<file path="config.mk">
export PLATFORM = sky130hd
export DESIGN_NAME = sdram_arbiter_flat
export DESIGN_NICKNAME = d
export VERILOG_FILES = /design/src/rtl/sdr_arb_pkg.sv /design/src/rtl/sdram_arbiter_if.sv /design/src/rtl/sdram_arb_rr.sv /design/src/rtl/sdram_arbiter.sv /design/src/flat_wrapper.sv
export SDC_FILE = /design/constraint.sdc
export NUM_CORES = 1
export LEC_CHECK = 0
export BUFFER_PORTS_ARGS = -buffer_cell sky130_fd_sc_hd__buf_2
export CELL_PAD_IN_SITES_DETAIL_PLACEMENT = 1
export CELL_PAD_IN_SITES_GLOBAL_PLACEMENT = 2
export CORE_ASPECT_RATIO = 2
export CORE_MARGIN = 4
export CORE_UTILIZATION = 17
export DETAILED_ROUTE_END_ITERATION = 16
export GPL_ROUTABILITY_DRIVEN = 0
export PLACE_DENSITY_LB_ADDON = 0.15
export SLEW_MARGIN = 15
export SYNTH_ARGS = -nofsm -noshare
export SYNTH_HDL_FRONTEND = slang
export SYNTH_SLANG_ARGS = --single-unit
</file>
<file path="constraint.sdc">
create_clock -name sdram_clk -period 2 [get_ports sdram_clk]
set_input_delay 0.3 -clock sdram_clk [delete_from_list [all_inputs] [get_ports sdram_clk]]
set_output_delay 0.3 -clock sdram_clk [all_outputs]
set_load 0.02 [all_outputs]
</file>
<file path="src/rtl/sdr_arb_pkg.sv">
// Shared definitions for the SDRAM controller arbiter:
// state encodings, bus widths and SDRAM command codes.
package sdr_arb_pkg;

    localparam int ADDR_BITS = 12;
    localparam int BA_BITS   = 2;

    typedef enum logic [2:0] {
        ARB_INIT  = 3'd0,
        ARB_IDLE  = 3'd1,
        ARB_AREF  = 3'd2,
        ARB_WRITE = 3'd3,
        ARB_READ  = 3'd4
    } arb_state_t;

    // {CS_n, RAS_n, CAS_n, WE_n}
    localparam logic [3:0] CMD_NOP  = 4'b0111;
    localparam logic [3:0] CMD_PRE  = 4'b0010;
    localparam logic [3:0] CMD_AREF = 4'b0001;
    localparam logic [3:0] CMD_ACT  = 4'b0011;
    localparam logic [3:0] CMD_RD   = 4'b0101;
    localparam logic [3:0] CMD_WR   = 4'b0100;

endpackage

</file>
<file path="src/rtl/sdram_arbiter_if.sv">
// Requester drives and shared SDRAM bus seen by the arbiter.
// slave = arbiter side, master = requesters / bus consumer.
interface sdram_arbiter_if
    import sdr_arb_pkg::*;
#(
    parameter int AW = ADDR_BITS,
    parameter int BW = BA_BITS
);
    logic          init_done;
    logic [3:0]    init_cmd;
    logic [AW-1:0] init_addr;
    logic          aref_req;
    logic          aref_done;
    logic [3:0]    aref_cmd;
    logic [AW-1:0] aref_addr;
    logic          wr_req;
    logic          wr_rel;
    logic [3:0]    wr_cmd;
    logic [AW-1:0] wr_addr;
    logic [BW-1:0] wr_ba;
    logic          rd_req;
    logic          rd_rel;
    logic [3:0]    rd_cmd;
    logic [AW-1:0] rd_addr;
    logic [BW-1:0] rd_ba;
    logic          aref_en;
    logic          wr_en;
    logic          rd_en;
    logic [3:0]    sdram_cmd;
    logic [AW-1:0] sdram_addr;
    logic [BW-1:0] sdram_ba;
    logic          sdram_cke;
    logic [2:0]    arb_state;

    modport slave (
        input  init_done, init_cmd, init_addr,
        input  aref_req, aref_done, aref_cmd, aref_addr,
        input  wr_req, wr_rel, wr_cmd, wr_addr, wr_ba,
        input  rd_req, rd_rel, rd_cmd, rd_addr, rd_ba,
        output aref_en, wr_en, rd_en,
        output sdram_cmd, sdram_addr, sdram_ba, sdram_cke,
        output arb_state
    );

    modport master (
        output init_done, init_cmd, init_addr,
        output aref_req, aref_done, aref_cmd, aref_addr,
        output wr_req, wr_rel, wr_cmd, wr_addr, wr_ba,
        output rd_req, rd_rel, rd_cmd, rd_addr, rd_ba,
        input  aref_en, wr_en, rd_en,
        input  sdram_cmd, sdram_addr, sdram_ba, sdram_cke,
        input  arb_state
    );

endinterface

</file>
<file path="src/rtl/sdram_arb_rr.sv">
// Two-way round-robin picker between write and read.
// On a tie the side not granted last wins.
module sdram_arb_rr (
    input  logic wr_req,
    input  logic rd_req,
    input  logic last_wr,
    output logic pick_wr,
    output logic pick_rd
);

    // Lone requester always wins; tie goes against last_wr.
    always_comb begin
        pick_wr = wr_req & (~rd_req | ~last_wr);
        pick_rd = rd_req & (~wr_req | last_wr);
    end

endmodule

</file>
<file path="src/rtl/sdram_arbiter.sv">
// SDRAM bus scheduler: refresh first, then write/read
// round-robin; one-cycle grant pulses, combinational bus mux.
module sdram_arbiter
    import sdr_arb_pkg::*;
#(
    parameter int ADDR_BITS = sdr_arb_pkg::ADDR_BITS,
    parameter int BA_BITS   = sdr_arb_pkg::BA_BITS
) (
    input  logic            sdram_clk,
    input  logic            rst,
    sdram_arbiter_if.slave  bus
);

    arb_state_t state;
    logic       last_wr;
    logic       pick_wr;
    logic       pick_rd;

    sdram_arb_rr u_rr (
        .wr_req  (bus.wr_req),
        .rd_req  (bus.rd_req),
        .last_wr (last_wr),
        .pick_wr (pick_wr),
        .pick_rd (pick_rd)
    );

    // Ownership FSM with registered one-shot grant pulses.
    always_ff @(posedge sdram_clk) begin
        if (rst) begin
            state       <= ARB_INIT;
            last_wr     <= 1'b0;
            bus.aref_en <= 1'b0;
            bus.wr_en   <= 1'b0;
            bus.rd_en   <= 1'b0;
        end else begin
            bus.aref_en <= 1'b0;
            bus.wr_en   <= 1'b0;
            bus.rd_en   <= 1'b0;
            case (state)
                ARB_INIT: begin
                    if (bus.init_done)
                        state <= ARB_IDLE;
                end
                ARB_IDLE: begin
                    if (bus.aref_req) begin
                        state       <= ARB_AREF;
                        bus.aref_en <= 1'b1;
                    end else if (pick_wr) begin
                        state     <= ARB_WRITE;
                        bus.wr_en <= 1'b1;
                        last_wr   <= 1'b1;
                    end else if (pick_rd) begin
                        state     <= ARB_READ;
                        bus.rd_en <= 1'b1;
                        last_wr   <= 1'b0;
                    end
                end
                ARB_AREF: begin
                    if (bus.aref_done)
                        state <= ARB_IDLE;
                end
                ARB_WRITE: begin
                    if (bus.wr_rel)
                        state <= ARB_IDLE;
                end
                ARB_READ: begin
                    if (bus.rd_rel)
                        state <= ARB_IDLE;
                end
                default: state <= ARB_INIT;
            endcase
        end
    end

    // Route the current owner's drive onto the SDRAM bus.
    always_comb begin
        bus.sdram_cmd  = CMD_NOP;
        bus.sdram_addr = '0;
        bus.sdram_ba   = '0;
        case (state)
            ARB_INIT: begin
                bus.sdram_cmd  = bus.init_cmd;
                bus.sdram_addr = bus.init_addr;
            end
            ARB_AREF: begin
                bus.sdram_cmd  = bus.aref_cmd;
                bus.sdram_addr = bus.aref_addr;
            end
            ARB_WRITE: begin
                bus.sdram_cmd  = bus.wr_cmd;
                bus.sdram_addr = bus.wr_addr;
                bus.sdram_ba   = bus.wr_ba;
            end
            ARB_READ: begin
                bus.sdram_cmd  = bus.rd_cmd;
                bus.sdram_addr = bus.rd_addr;
                bus.sdram_ba   = bus.rd_ba;
            end
            default: ;
        endcase
    end

    assign bus.sdram_cke = 1'b1;
    assign bus.arb_state = state;

endmodule
</file>
<file path="src/flat_wrapper.sv">
// flat-port wrapper written by rule: the top's interface ports become plain ports
module sdram_arbiter_flat import sdr_arb_pkg::*;
#(
    parameter int ADDR_BITS = sdr_arb_pkg::ADDR_BITS,
    parameter int BA_BITS   = sdr_arb_pkg::BA_BITS
)
  (sdram_clk, rst, bus_init_done, bus_init_cmd, bus_init_addr, bus_aref_req, bus_aref_done, bus_aref_cmd, bus_aref_addr, bus_wr_req, bus_wr_rel, bus_wr_cmd, bus_wr_addr, bus_wr_ba, bus_rd_req, bus_rd_rel, bus_rd_cmd, bus_rd_addr, bus_rd_ba, bus_aref_en, bus_wr_en, bus_rd_en, bus_sdram_cmd, bus_sdram_addr, bus_sdram_ba, bus_sdram_cke, bus_arb_state);
  sdram_arbiter_if bus_i ();
  input  logic sdram_clk;
  input  logic rst;
  input wire logic [$bits(bus_i.init_done)-1:0] bus_init_done;
  input wire logic [$bits(bus_i.init_cmd)-1:0] bus_init_cmd;
  input wire logic [$bits(bus_i.init_addr)-1:0] bus_init_addr;
  input wire logic [$bits(bus_i.aref_req)-1:0] bus_aref_req;
  input wire logic [$bits(bus_i.aref_done)-1:0] bus_aref_done;
  input wire logic [$bits(bus_i.aref_cmd)-1:0] bus_aref_cmd;
  input wire logic [$bits(bus_i.aref_addr)-1:0] bus_aref_addr;
  input wire logic [$bits(bus_i.wr_req)-1:0] bus_wr_req;
  input wire logic [$bits(bus_i.wr_rel)-1:0] bus_wr_rel;
  input wire logic [$bits(bus_i.wr_cmd)-1:0] bus_wr_cmd;
  input wire logic [$bits(bus_i.wr_addr)-1:0] bus_wr_addr;
  input wire logic [$bits(bus_i.wr_ba)-1:0] bus_wr_ba;
  input wire logic [$bits(bus_i.rd_req)-1:0] bus_rd_req;
  input wire logic [$bits(bus_i.rd_rel)-1:0] bus_rd_rel;
  input wire logic [$bits(bus_i.rd_cmd)-1:0] bus_rd_cmd;
  input wire logic [$bits(bus_i.rd_addr)-1:0] bus_rd_addr;
  input wire logic [$bits(bus_i.rd_ba)-1:0] bus_rd_ba;
  output wire logic [$bits(bus_i.aref_en)-1:0] bus_aref_en;
  output wire logic [$bits(bus_i.wr_en)-1:0] bus_wr_en;
  output wire logic [$bits(bus_i.rd_en)-1:0] bus_rd_en;
  output wire logic [$bits(bus_i.sdram_cmd)-1:0] bus_sdram_cmd;
  output wire logic [$bits(bus_i.sdram_addr)-1:0] bus_sdram_addr;
  output wire logic [$bits(bus_i.sdram_ba)-1:0] bus_sdram_ba;
  output wire logic [$bits(bus_i.sdram_cke)-1:0] bus_sdram_cke;
  output wire logic [$bits(bus_i.arb_state)-1:0] bus_arb_state;
  assign bus_i.init_done = bus_init_done;
  assign bus_i.init_cmd = bus_init_cmd;
  assign bus_i.init_addr = bus_init_addr;
  assign bus_i.aref_req = bus_aref_req;
  assign bus_i.aref_done = bus_aref_done;
  assign bus_i.aref_cmd = bus_aref_cmd;
  assign bus_i.aref_addr = bus_aref_addr;
  assign bus_i.wr_req = bus_wr_req;
  assign bus_i.wr_rel = bus_wr_rel;
  assign bus_i.wr_cmd = bus_wr_cmd;
  assign bus_i.wr_addr = bus_wr_addr;
  assign bus_i.wr_ba = bus_wr_ba;
  assign bus_i.rd_req = bus_rd_req;
  assign bus_i.rd_rel = bus_rd_rel;
  assign bus_i.rd_cmd = bus_rd_cmd;
  assign bus_i.rd_addr = bus_rd_addr;
  assign bus_i.rd_ba = bus_rd_ba;
  assign bus_aref_en = bus_i.aref_en;
  assign bus_wr_en = bus_i.wr_en;
  assign bus_rd_en = bus_i.rd_en;
  assign bus_sdram_cmd = bus_i.sdram_cmd;
  assign bus_sdram_addr = bus_i.sdram_addr;
  assign bus_sdram_ba = bus_i.sdram_ba;
  assign bus_sdram_cke = bus_i.sdram_cke;
  assign bus_arb_state = bus_i.arb_state;
  sdram_arbiter #(.ADDR_BITS(ADDR_BITS), .BA_BITS(BA_BITS)) u_core (.sdram_clk(sdram_clk), .rst(rst), .bus(bus_i));
endmodule
</file>
==> summary.md, run 1 <==
| Metric | Value |
|---|---|
| Main combinational cell family by area after synthesis | `simple AND/OR/NAND/NOR gates` |
| Vias in the first global route | `1,490` |
| Synth async-reset ratio | `0%` |
| Final worst clock skew | `4.68 ps` |
| Kind of critical path | `flip-flop to output port` |
| Clk pwr share | `23.9%` |
| Status | `finished clean` |
| EDFF count, synth | `0` |
| Final setup vio count | `0` |
| RSZ-0062 raised after global routing | `false` |
| Warnings from Yosys | `0` |
| Sequential cell area | `141 um^2` |
| Post-synthesis adder-cell area fraction | `0%` |
| Total global-route track usage | `12.6%` |
| Cts bufs inserted | `3` |
| Avg Cell Area, Syn | `8.01 um^2` |
| CTS tree | `done` |
| Main synth FF type | `dfxtp_1` |
| Clock Pin Slew Worst Setup and Hold Paths | `40 ps` |
| Hpwl dp | `3790 um` |
| Die span in y | `112 um` |
| Crit Path Max Fanout | `10` |
| Die area | `0.00673 mm^2` |
| Area grow syn2layout | `68.3%` |
| Largest net degree at the start of global routing | `16` |
| Core box area | `0.00518 mm^2` |
| Hold Buf Count CTS | `0` |
| Routed len/inst | `15.7 um` |
| Clock Path Buffers | `2` |
| Ant. Diodes | `0` |
| DRT iter0 DRCs | `21` |
| Post-CTS Setup Inserts | `0` |
| Sw Share | `40.4%` |
| Post-route clock period utilization | `92.9%` |
| Layout cells sized above 1 | `54.6%` |
| Leakage power | `0.737 nW` |
| Routed WL | `4340 um` |
| Buffers added on ports | `100` |
| Post-synthesis mux area share | `18.6%` |
| Clk_lat worst skew | `230 ps` |
| Chip width | `60.0 um` |
| Final core occ | `29.9%` |
| Hold/Removal Path Class | `input pin to flip-flop` |
| Min Hold Slack | `326 ps` |
| CP Capture Type | `output port` |
| Simple-gate portion of the synthesized area | `32.5%` |
| Pwr/cell area | `550 mW/mm^2` |
| Number of remaining DRC errors | `0` |
| DRT antenna net count | `0` |
| I/O Pins | `102` |
| Minimum clock period | `1860 ps` |
| # rows | `37` |
| Post-synth cell types | `38` |
| # fillers | `683` |
| Fin Setup TNS | `0 ps` |
| Total power | `0.853 mW` |
| Clock sinks | `7` |
| Root Driver | `clkbuf_8` |
| Drt pass-1 iters | `4` |
| Final Max Tran Viols | `0` |
| #FFs+latches synth | `7` |
| P_int | `0.509 mW` |
| Comb pwr share | `56.7%` |
| Final nets | `296` |
| Post-synthesis instance area | `921 um^2` |
| Syn Inst Count | `115` |
| Initial antenna violation count | `0` |
| First-pass GRT wire length | `6730 um` |
| Total global routing overflow | `0` |
| Peak VDD IR | `0.331 mV` |
| F_max | `0.538 GHz` |
| Initial Util | `17.8%` |
| Sequential share of power | `19.5%` |
| Post-Syn Nets | `192` |
| Startpoint types | `flip-flop` |
| H-tree depth | `1` |
| P_sw | `0.344 mW` |
| Max-cap violations | `0` |
| Post-synthesis sequential area ratio | `15.2%` |
| Area occupied by multi-input gates | `704 um^2` |
| Synth Area in Compound Gates | `25.0%` |
| WP data required | `1700 ps` |
| Vias per cell | `4.79` |
| PostCTS Resize Cnt | `0` |
| Final hold vios | `0` |
| Xor and xnor area share after synthesis | `0%` |
| WP data arrival | `1560 ps` |
| Vias | `1,321` |
## cell families after synthesis
group | count (synthesis)
AOI/OAI and AO/OA | 30
buffers and inverters | 13
DFF | 7
muxes | 17
other | 1
and+or+nand+nor | 47
## flip-flops by register name, indices dropped and copies added (netlist names)
signal and cells:
u_core.bus.arb_state 3, u_core.bus.aref_en 1, u_core.bus.rd_en 1, u_core.bus.wr_en 1, u_core.last_wr 1
## through the flow
step                cell area (um^2)  setup WS [ps]  std cells
global placement                1500            364        272
finish                          1550            142        276
detailed placement              1500            314        272
CTS                             1550           48.0        276
global route                    1550           37.9        276
floorplan                        921            309        115
## worst max-delay path: stages, from the launching register on
cell and delay [ps]:
dfxtp_1 390, buf_4 200, nor3b_4 180, buf_4 200, nand2_1 70, o211ai_1 90
buf_2 200
## power by group through the flow
stage | Sequential, mW | Clock (mW) | Combinational [mW]
floorplan | 0.172 | 0 | 0.287
global placement | 0.167 | 0 | 0.488
detailed placement | 0.168 | 0 | 0.491
CTS | 0.167 | 0.210 | 0.494
global route | 0.169 | 0.213 | 0.524
finish | 0.166 | 0.204 | 0.483
## layer usage
metal	part of all wire, %	vias up	track usage [%]
li1	-	642	-
met1	32	612	11.7
met2	57	62	25.1
met3	9.6	5	3.57
met4	0.83	0	2.66
met5	0	-	0
## worst paths after layout
kind,from,to,slack (ps),depth (start not counted)
setup / recovery,u_core.bus.arb_state[0]$_SDFFE_PP0P_,bus_sdram_addr[3],140,6
hold / removal,rst,u_core.bus.arb_state[2]$_SDFFE_PP0P_,330,2
setup reg to reg,u_core.bus.arb_state[0]$_SDFFE_PP0P_,u_core.last_wr$_SDFFE_PP0P_,520,4
hold reg to reg,u_core.last_wr$_SDFFE_PP0P_,u_core.last_wr$_SDFFE_PP0P_,510,1
## cell usage in the layout, fill, tap and decap left out, types with 2 or more instances in the layout
cell type / count
nor3_1: 2
o211ai_1: 12
dfxtp_1: 6
clkbuf_8: 3
a211oi_1: 2
a22o_1: 2
nand2_1: 15
mux2i_1: 16
o22a_1: 2
buf_4: 11
and4b_1: 2
a21oi_1: 4
nor2_1: 5
buf_2: 100
nand3b_1: 13
## Yosys cell counts (2+ instances only)
| cell type | count | area, um^2 |
|---|---|---|
| a211oi_1 | 2 | 15.0 |
| a21oi_1 | 4 | 20.0 |
| a22o_1 | 2 | 17.5 |
| and4b_1 | 2 | 20.0 |
| buf_2 | 6 | 30.0 |
| buf_6 | 2 | 22.5 |
| clkbuf_1 | 2 | 7.51 |
| dfxtp_1 | 7 | 140 |
| mux2i_1 | 16 | 160 |
| nand2_1 | 15 | 56.3 |
| nand3b_1 | 13 | 97.6 |
| nor2_1 | 5 | 18.8 |
| nor3_1 | 2 | 10.0 |
| o211ai_1 | 12 | 90.1 |
| o22a_1 | 2 | 17.5 |
## cell type report
| type | instances | share of cell area, % |
|---|---|---|
| Timing Repair Buffer | 111 | 37.6 |
| Clock buffer | 4 | 2.91 |
| Tap cell | 58 | 4.68 |
| Multi-Input combinational cell | 95 | 45.4 |
| Sequential cell | 7 | 9.12 |
| Inverter | 1 | 0.242 |
Note: power is estimated with default switching activity, not from simulation.
==> run 2: changes to the inputs <==
--- a/config.mk
+++ b/config.mk
@@ -8,7 +8,6 @@
 export BUFFER_PORTS_ARGS = -buffer_cell sky130_fd_sc_hd__buf_2
 export CELL_PAD_IN_SITES_DETAIL_PLACEMENT = 1
 export CELL_PAD_IN_SITES_GLOBAL_PLACEMENT = 2
-export CORE_ASPECT_RATIO = 2
 export CORE_MARGIN = 4
 export CORE_UTILIZATION = 17
 export DETAILED_ROUTE_END_ITERATION = 16
==> constraint.sdc (replaced) <==
create_clock -name sdram_clk -period 2 [get_ports sdram_clk]
set_input_delay 0.3 -clock sdram_clk [delete_from_list [all_inputs] [get_ports sdram_clk]]
set_output_delay 0.3 -clock sdram_clk [all_outputs]
set_load 0.005 [all_outputs]
==> run 2 against run 1 <==
Compared with the run above:
- routed wire length decreased by 3.4%
- global-route usage decreased by 0.31 points
- clock power fell by 2%
- worst setup slack lost 33 ps
- via count decreased by 2.6%
- flip-flop and latch count stayed put
- clock skew is 4.3 ps lower
- first-iteration DRC count decreased by 19%
- sequential share of layout area fell by 0.23 points
- highest routed layer unchanged
- clock-buffer cell count unchanged
- design area increased by 2.6%
- critical path depth decreased by 1
==> summary.md, run 2 (synthesis gave the netlist of run 1 again) <==
| Metric | Value |
|---|---|
| Max incr delay on CP | `410 ps (+20 ps)` |
| Final Max Tran Viols | `0 (unchanged)` |
| Chip width | `81.6 um (+36%)` |
| Layout cells sized above 1 | `55.7% (+1.1 points)` |
| Pre-CTS setup slack | `263 ps (-50.9 ps)` |
| WP data arrival | `1590 ps (+30 ps)` |
| F_max | `0.529 GHz (-1.8%)` |
| Vias per cell | `4.42 (-7.6%)` |
| Status | `finished clean` |
| Pwr/cell area | `484 mW/mm^2 (-12%)` |
| Core box area | `0.00517 mm^2 (-0.24%)` |
| Dpl cells | `285 (+4.8%)` |
| Clock Pin Slew Worst Setup and Hold Paths | `40 ps (about the same)` |
| DRT antenna net count | `0 (unchanged)` |
| Max-cap violations | `0 (unchanged)` |
| Initial antenna violation count | `0 (unchanged)` |
| GR peak layer | `met2` |
| Total power | `0.770 mW (-9.7%)` |
| Minimum clock period | `1890 ps (+33.1 ps)` |
| Post-route clock period utilization | `94.5% (+1.7 points)` |
| Final std cells w/o fill | `291 (+5.4%)` |
| Hold Buf Count CTS | `0 (unchanged)` |
| Clock Path Buffers | `2 (unchanged)` |
| Max reg flops | `3 (unchanged)` |
| Crit Path Max Fanout | `13 (+3)` |
| Commonest non-fill, non-tap cell in the layout | `buf_2` |
| Ant. Diodes | `0 (unchanged)` |
| Final worst slack | `109 ps (-33.1 ps)` |
| Final hold vios | `0 (unchanged)` |
| Die area | `0.00666 mm^2 (-1.1%)` |
| Leakage power | `0.754 nW (+2.3%)` |
| Clock sinks | `7 (unchanged)` |
| Peak VDD IR | `0.139 mV (-58%)` |
| Startpoint types | `flip-flop` |
| Number of remaining DRC errors | `0 (unchanged)` |
| Hpwl dp | `3600 um (-5.0%)` |
| Fin Setup TNS | `0 ps (unchanged)` |
| Routed WL | `4190 um (-3.4%)` |
| Buffers added on ports | `100 (unchanged)` |
| First-pass GRT wire length | `6340 um (-5.7%)` |
| Clk_lat worst skew | `230 ps (about the same)` |
| RSZ-0062 raised after global routing | `false` |
| Min Hold Slack | `339 ps (+13.7 ps)` |
| Most frequent cells in the layout | `buf_2, mux2i_1, nand2_1, buf_4, nand3b_1` |
| Final setup vio count | `0 (unchanged)` |
| Largest net degree at the start of global routing | `14 (-2)` |
| Initial Util | `17.8% (+0.043 points)` |
| WP data required | `1700 ps (about the same)` |
| Met2 usage | `22.8% (-2.3 points)` |
| H-tree depth | `1 (unchanged)` |
| Routed len/inst | `14.4 um (-8.3%)` |
| Die span in y | `81.6 um (-27%)` |
| DRT iter0 DRCs | `17 (-19%)` |
| Drt pass-1 iters | `2 (-2)` |
| Cts bufs inserted | `3 (unchanged)` |
| Root Driver | `clkbuf_8` |
| Critical Path, Cell by Cell | `buf_4 -> or3b_1 -> o22ai_1 -> a21oi_1 -> buf_2` |
| Vias | `1,287 (-2.6%)` |
| Met1 GRT Util | `13.2% (+1.5 points)` |
| # rows | `26 (-30%)` |
| Final worst clock skew | `0.399 ps (-4.28 ps)` |
| Critical path's slowest cell | `or3b_1` |
| Total global routing overflow | `0 (unchanged)` |
| Kind of critical path | `flip-flop to output port` |
| CP Capture Type | `output port` |
| Final nets | `299 (+1.0%)` |
| GR Util met3 | `3.62% (+0.051 points)` |
| I/O Pins | `102 (unchanged)` |
| Total global-route track usage | `12.3% (-0.31 points)` |
| CTS tree | `done` |
| Vias in the first global route | `1,438 (-3.5%)` |
| Area grow syn2layout | `72.7%` |
| Hold/Removal Path Class | `input pin to flip-flop` |
run 2: cell types whose count changed in the layout (fill, tap and decap cells not counted):
cell / change
or2_1: -1
buf_4: +3
or2_4: +1
run 2: repair_timing:
| item | CTS | global route |
|---|---|---|
| resized for setup | 0 | 2 |
| setup buffers | 0 | 2 |
| hold endpoints to repair | 0 | 0 |
| endpoints found under the setup margin | 0 | 11 |
run 2: stage by stage:
step           cell area [um^2]  util [%]
2_1_floorplan               921         -
3_3_place_gp               1530      29.5
3_5_place_dp               1530      29.5
4_1_cts                    1570      30.4
5_1_grt                    1590      30.7
6_report                   1590      30.7
run 2: report_power, final:
group	internal (mW)	total (mW)	switching [mW]
combinational	0.225	0.397	0.171
clock	0.138	0.200	0.0623
sequential	0.151	0.173	0.0221
run 2: layout make-up:
| class | instances | area [um^2] |
|---|---|---|
| Clock buffer | 4 | 45.0 |
| Fill cell | 665 | 3580 |
| Inverter | 1 | 3.75 |
| Multi-Input combinational cell | 95 | 707 |
| Sequential cell | 7 | 141 |
| Tap cell | 70 | 87.6 |
| Timing Repair Buffer | 114 | 606 |
run 2: worst max-delay path: cells and delay by family (launching register included):
family | cells | cell delay, ps
AO/OA/AOI/OAI | 2 | 230
buffers and inverters | 2 | 330
AND/OR/NAND/NOR | 1 | 410
flip-flops | 1 | 380
run 2: per-layer routing:
layer / routed length [um] / vias to the layer above
met4: 30 / 0
li1: - / 649
met5: 0 / -
met2: 2200 / 57
met1: 1530 / 577
met3: 429 / 4
run 2: final timing paths:
kind	from	endpoint	slack [ps]	depth (start not counted)
max	u_core.bus.arb_state[2]$_SDFFE_PP0P_	bus_sdram_cmd[0]	110	5
min	bus_rd_req	u_core.last_wr$_SDFFE_PP0P_	340	2
max reg2reg	u_core.bus.arb_state[0]$_SDFFE_PP0P_	u_core.last_wr$_SDFFE_PP0P_	450	4
min reg2reg	u_core.last_wr$_SDFFE_PP0P_	u_core.last_wr$_SDFFE_PP0P_	510	1
==> run 3: changes to the inputs <==
--- a/config.mk
+++ b/config.mk
@@ -5,11 +5,13 @@
 export SDC_FILE = /design/constraint.sdc
 export NUM_CORES = 1
 export LEC_CHECK = 0
+export ABC_AREA = 1
 export BUFFER_PORTS_ARGS = -buffer_cell sky130_fd_sc_hd__buf_2
+export CAP_MARGIN = 20
 export CELL_PAD_IN_SITES_DETAIL_PLACEMENT = 1
 export CELL_PAD_IN_SITES_GLOBAL_PLACEMENT = 2
 export CORE_MARGIN = 4
-export CORE_UTILIZATION = 17
+export CORE_UTILIZATION = 12
 export DETAILED_ROUTE_END_ITERATION = 16
 export GPL_ROUTABILITY_DRIVEN = 0
 export PLACE_DENSITY_LB_ADDON = 0.15
==> run 3 against run 2 <==
Compared with the run above:
- clock power grew 5%
- hold slack lost 4.1 ps
- sequential power grew 9%
- routed wire length grew 0.76%
- utilization shrank 7.1 points
- critical endpoint is now bus_sdram_cmd[3]
- combinational power grew 75%
- first-iteration DRC count grew 18%
- worst setup slack gained 84 ps
- via count grew 1.1%
- critical path depth grew 2
- sequential share of layout area grew 0.91 points
- synthesized area shrank 17%
==> summary.md, run 3 <==
| Metric | Value |
|---|---|
| DRT antenna net count | `0 (unchanged)` |
| Fin Setup TNS | `0 ps (unchanged)` |
| Peak VDD IR | `0.314 mV (+130%)` |
| I/O Pins | `102 (unchanged)` |
| Clk_lat worst skew | `230 ps (about the same)` |
| WP data arrival | `1510 ps (-80 ps)` |
| Root Driver | `clkbuf_8` |
| Buffers added on ports | `100 (unchanged)` |
| Clock Pin Slew Worst Setup and Hold Paths | `50 ps (about the same)` |
| Total power | `1.09 mW (+42%)` |
| Hpwl dp | `3470 um (-3.8%)` |
| Number of remaining DRC errors | `0 (unchanged)` |
| Main synth FF type | `dfxtp_1` |
| Worst r2r path cells | `7 (+3)` |
| Main area contributors after synthesis | `nand2_1, dfxtp_1, nand4_1` |
| Commonest non-fill, non-tap cell in the layout | `buf_2` |
| Critical path's slowest cell | `dfxtp_1` |
| DRT iter0 DRCs | `20 (+3)` |
| Core box area | `0.00606 mm^2 (+17%)` |
| Minimum clock period | `1810 ps (-83.7 ps)` |
| Cts bufs inserted | `3 (unchanged)` |
| Min-delay src | `rst` |
| Largest net degree at the start of global routing | `19 (+5)` |
| Avg Cell Area, Syn | `5.24 um^2 (-35%)` |
| Critical Path, Cell by Cell | `nor2_2 -> nand2_1 -> inv_1 -> buf_12 -> nand2_1 -> nand4_1 -> buf_2` |
| Max reg flops | `3 (unchanged)` |
| Clock sinks | `7 (unchanged)` |
| Final setup vio count | `0 (unchanged)` |
| EDFF count, synth | `0 (unchanged)` |
| Clock Path Buffers | `2 (unchanged)` |
| Die span in y | `87.9 um (+7.7%)` |
| First-pass GRT wire length | `6300 um (-0.66%)` |
| Final hold vios | `0 (unchanged)` |
| Chip width | `87.9 um (+7.7%)` |
| Max-cap violations | `0 (unchanged)` |
| Ant. Diodes | `0 (unchanged)` |
| Post-CTS Setup Inserts | `0 (unchanged)` |
| F_max | `0.553 GHz (+4.6%)` |
| Max incr delay on CP | `390 ps (-20 ps)` |
| Status | `finished clean` |
| Post-Syn Nets | `223 (+16%)` |
| Post-synth top cells | `nand2_1, nand4_1, inv_1, nor2_1` |
| R2r endpoint | `u_core.bus.arb_state[0]$_SDFFE_PP0P_` |
| Total global routing overflow | `0 (unchanged)` |
| Leakage power | `0.782 nW (+3.8%)` |
| Routed len/inst | `13.1 um (-9.2%)` |
| Post-synthesis instance area | `766 um^2 (-17%)` |
| Final worst clock skew | `4.41 ps (+4.01 ps)` |
| Total global-route track usage | `10.3% (-2.0 points)` |
| Final Max Tran Viols | `0 (unchanged)` |
| Die area | `0.00772 mm^2 (+16%)` |
| # rows | `28 (+7.7%)` |
| Synth async-reset ratio | `0% (unchanged)` |
| Startpoint types | `flip-flop` |
| Most frequent cells in the layout | `buf_2, nand2_1, nand4_1, inv_1, nor2_1` |
| Yosys top cell by area | `nand2_1` |
| CP most frequent cell | `nand2_1` |
| Hold/Removal Path Class | `input pin to flip-flop` |
| Vias in the first global route | `1,360 (-5.4%)` |
| Vias | `1,301 (+1.1%)` |
| Hold Buf Count CTS | `0 (unchanged)` |
| Warnings from Yosys | `0 (unchanged)` |
| Area grow syn2layout | `86.8%` |
| Crit Path Max Fanout | `14 (+1)` |
| H-tree depth | `1 (unchanged)` |
| Kind of critical path | `flip-flop to output port` |
| Layout cells sized above 1 | `44.8% (-11 points)` |
| Drt pass-1 iters | `4 (+2)` |
| Pwr/cell area | `763 mW/mm^2 (+57%)` |
| RSZ-0062 raised after global routing | `false` |
| WP data required | `1700 ps (about the same)` |
| Most numerous cell in the Yosys netlist | `nand2_1` |
| CTS tree | `done` |
| Worst Hold Depth | `2 (unchanged)` |
| Syn Inst Count | `146 (+27%)` |
| Area share of the largest cell type after synthesis | `35.8% (+18 points)` |
| Post-synthesis sequential area ratio | `18.3% (+3.1 points)` |
| Final nets | `326 (+9.0%)` |
| Vias per cell | `4.03 (-8.9%)` |
| Hold Path Sink | `u_core.bus.arb_state[2]$_SDFFE_PP0P_` |
| Post-synth cell types | `19 (-50%)` |
| Routed WL | `4230 um (+0.76%)` |
| Initial antenna violation count | `0 (unchanged)` |
| #FFs+latches synth | `7 (unchanged)` |
| CP Capture Type | `output port` |
| R2r setup slk | `610 ps (+160 ps)` |
| Post-route clock period utilization | `90.4% (-4.2 points)` |
| Initial Util | `12.6% (-5.2 points)` |
| Origin of the critical flop-to-flop path | `u_core.bus.arb_state[0]$_SDFFE_PP0P_` |
[run 3: cell types whose count changed after synthesis, moves of 4 or more]
cell      change
buf_2         -4
nand3_1       +7
nand4_1      +16
inv_1        +10
nand2_1      +58
mux2i_1      -16
nor2_1        +5
nand3b_1     -12
o211ai_1     -12
[run 3: worst max path at each step]
stage,startpoint,endpoint,cells after the start
after floorplan,u_core.bus.arb_state[0]$_SDFFE_PP0P_,bus_sdram_addr[1],6
after detailed placement,u_core.bus.arb_state[2]$_SDFFE_PP0P_,bus_sdram_addr[6],6
after CTS,u_core.bus.arb_state[0]$_SDFFE_PP0P_,bus_sdram_cmd[3],7
after global routing,u_core.bus.arb_state[0]$_SDFFE_PP0P_,bus_sdram_addr[6],7
final,u_core.bus.arb_state[0]$_SDFFE_PP0P_,bus_sdram_cmd[3],7
after global placement,u_core.bus.arb_state[0]$_SDFFE_PP0P_,bus_sdram_addr[6],7
[run 3: per-stage QoR]
step / hold slack [ps] / util (%) / std cells / setup WS, ps / area [um^2]
after floorplan: 369 / - / 146 / 627 / 766
after global placement: 487 / 22.7 / 319 / 245 / 1380
after detailed placement: 491 / 22.7 / 319 / 251 / 1380
after CTS: 328 / 23.6 / 323 / 50.4 / 1430
after global routing: 358 / 23.6 / 323 / 20.0 / 1430
final: 335 / 23.6 / 323 / 193 / 1430
[run 3: critical path, delay by kind of cell (launching register included)]
kind	cells	cell delay (ps)
and+or+nand+nor	4	440
buffers and inverters	3	430
DFF	1	390
[run 3: area by class of cell]
class	count	area, um^2
fillers	824	4630
clock buffers	4	45.0
repair buffers	103	548
inverters	13	51.3
multi-input cells	121	552
well taps	75	93.8
flip-flops and latches	7	140
[run 3: cells by family (layout without fill, tap and decap cells)]
group / Yosys count / count (layout) / share of synthesized area (%)
and+or+nand+nor: 110 / 110 / 62.3
buffers and inverters: 18 / 120 / 10.6
AOI/OAI and AO/OA: 10 / 10 / 8.33
DFF: 7 / 7 / 18.3
other: 1 / 1 / 0.490
[run 3: repair_timing]
item                                    CTS  global route
endpoints found under the setup margin    2            18
pin swaps                                 0             0
gates resized for setup                   2             1
[run 3: layer usage]
layer / vias up / GRT usage [%] / wire [um]
li1: 678 / - / -
met1: 567 / 12.2 / 1650
met2: 54 / 19.0 / 2130
met3: 2 / 2.54 / 430
met4: 0 / 1.67 / 19
met5: - / 0 / 0
[run 3: power breakdown]
group / internal [mW] / switching [mW]
clock: 0.139 / 0.0705
combinational: 0.320 / 0.374
sequential: 0.160 / 0.0278
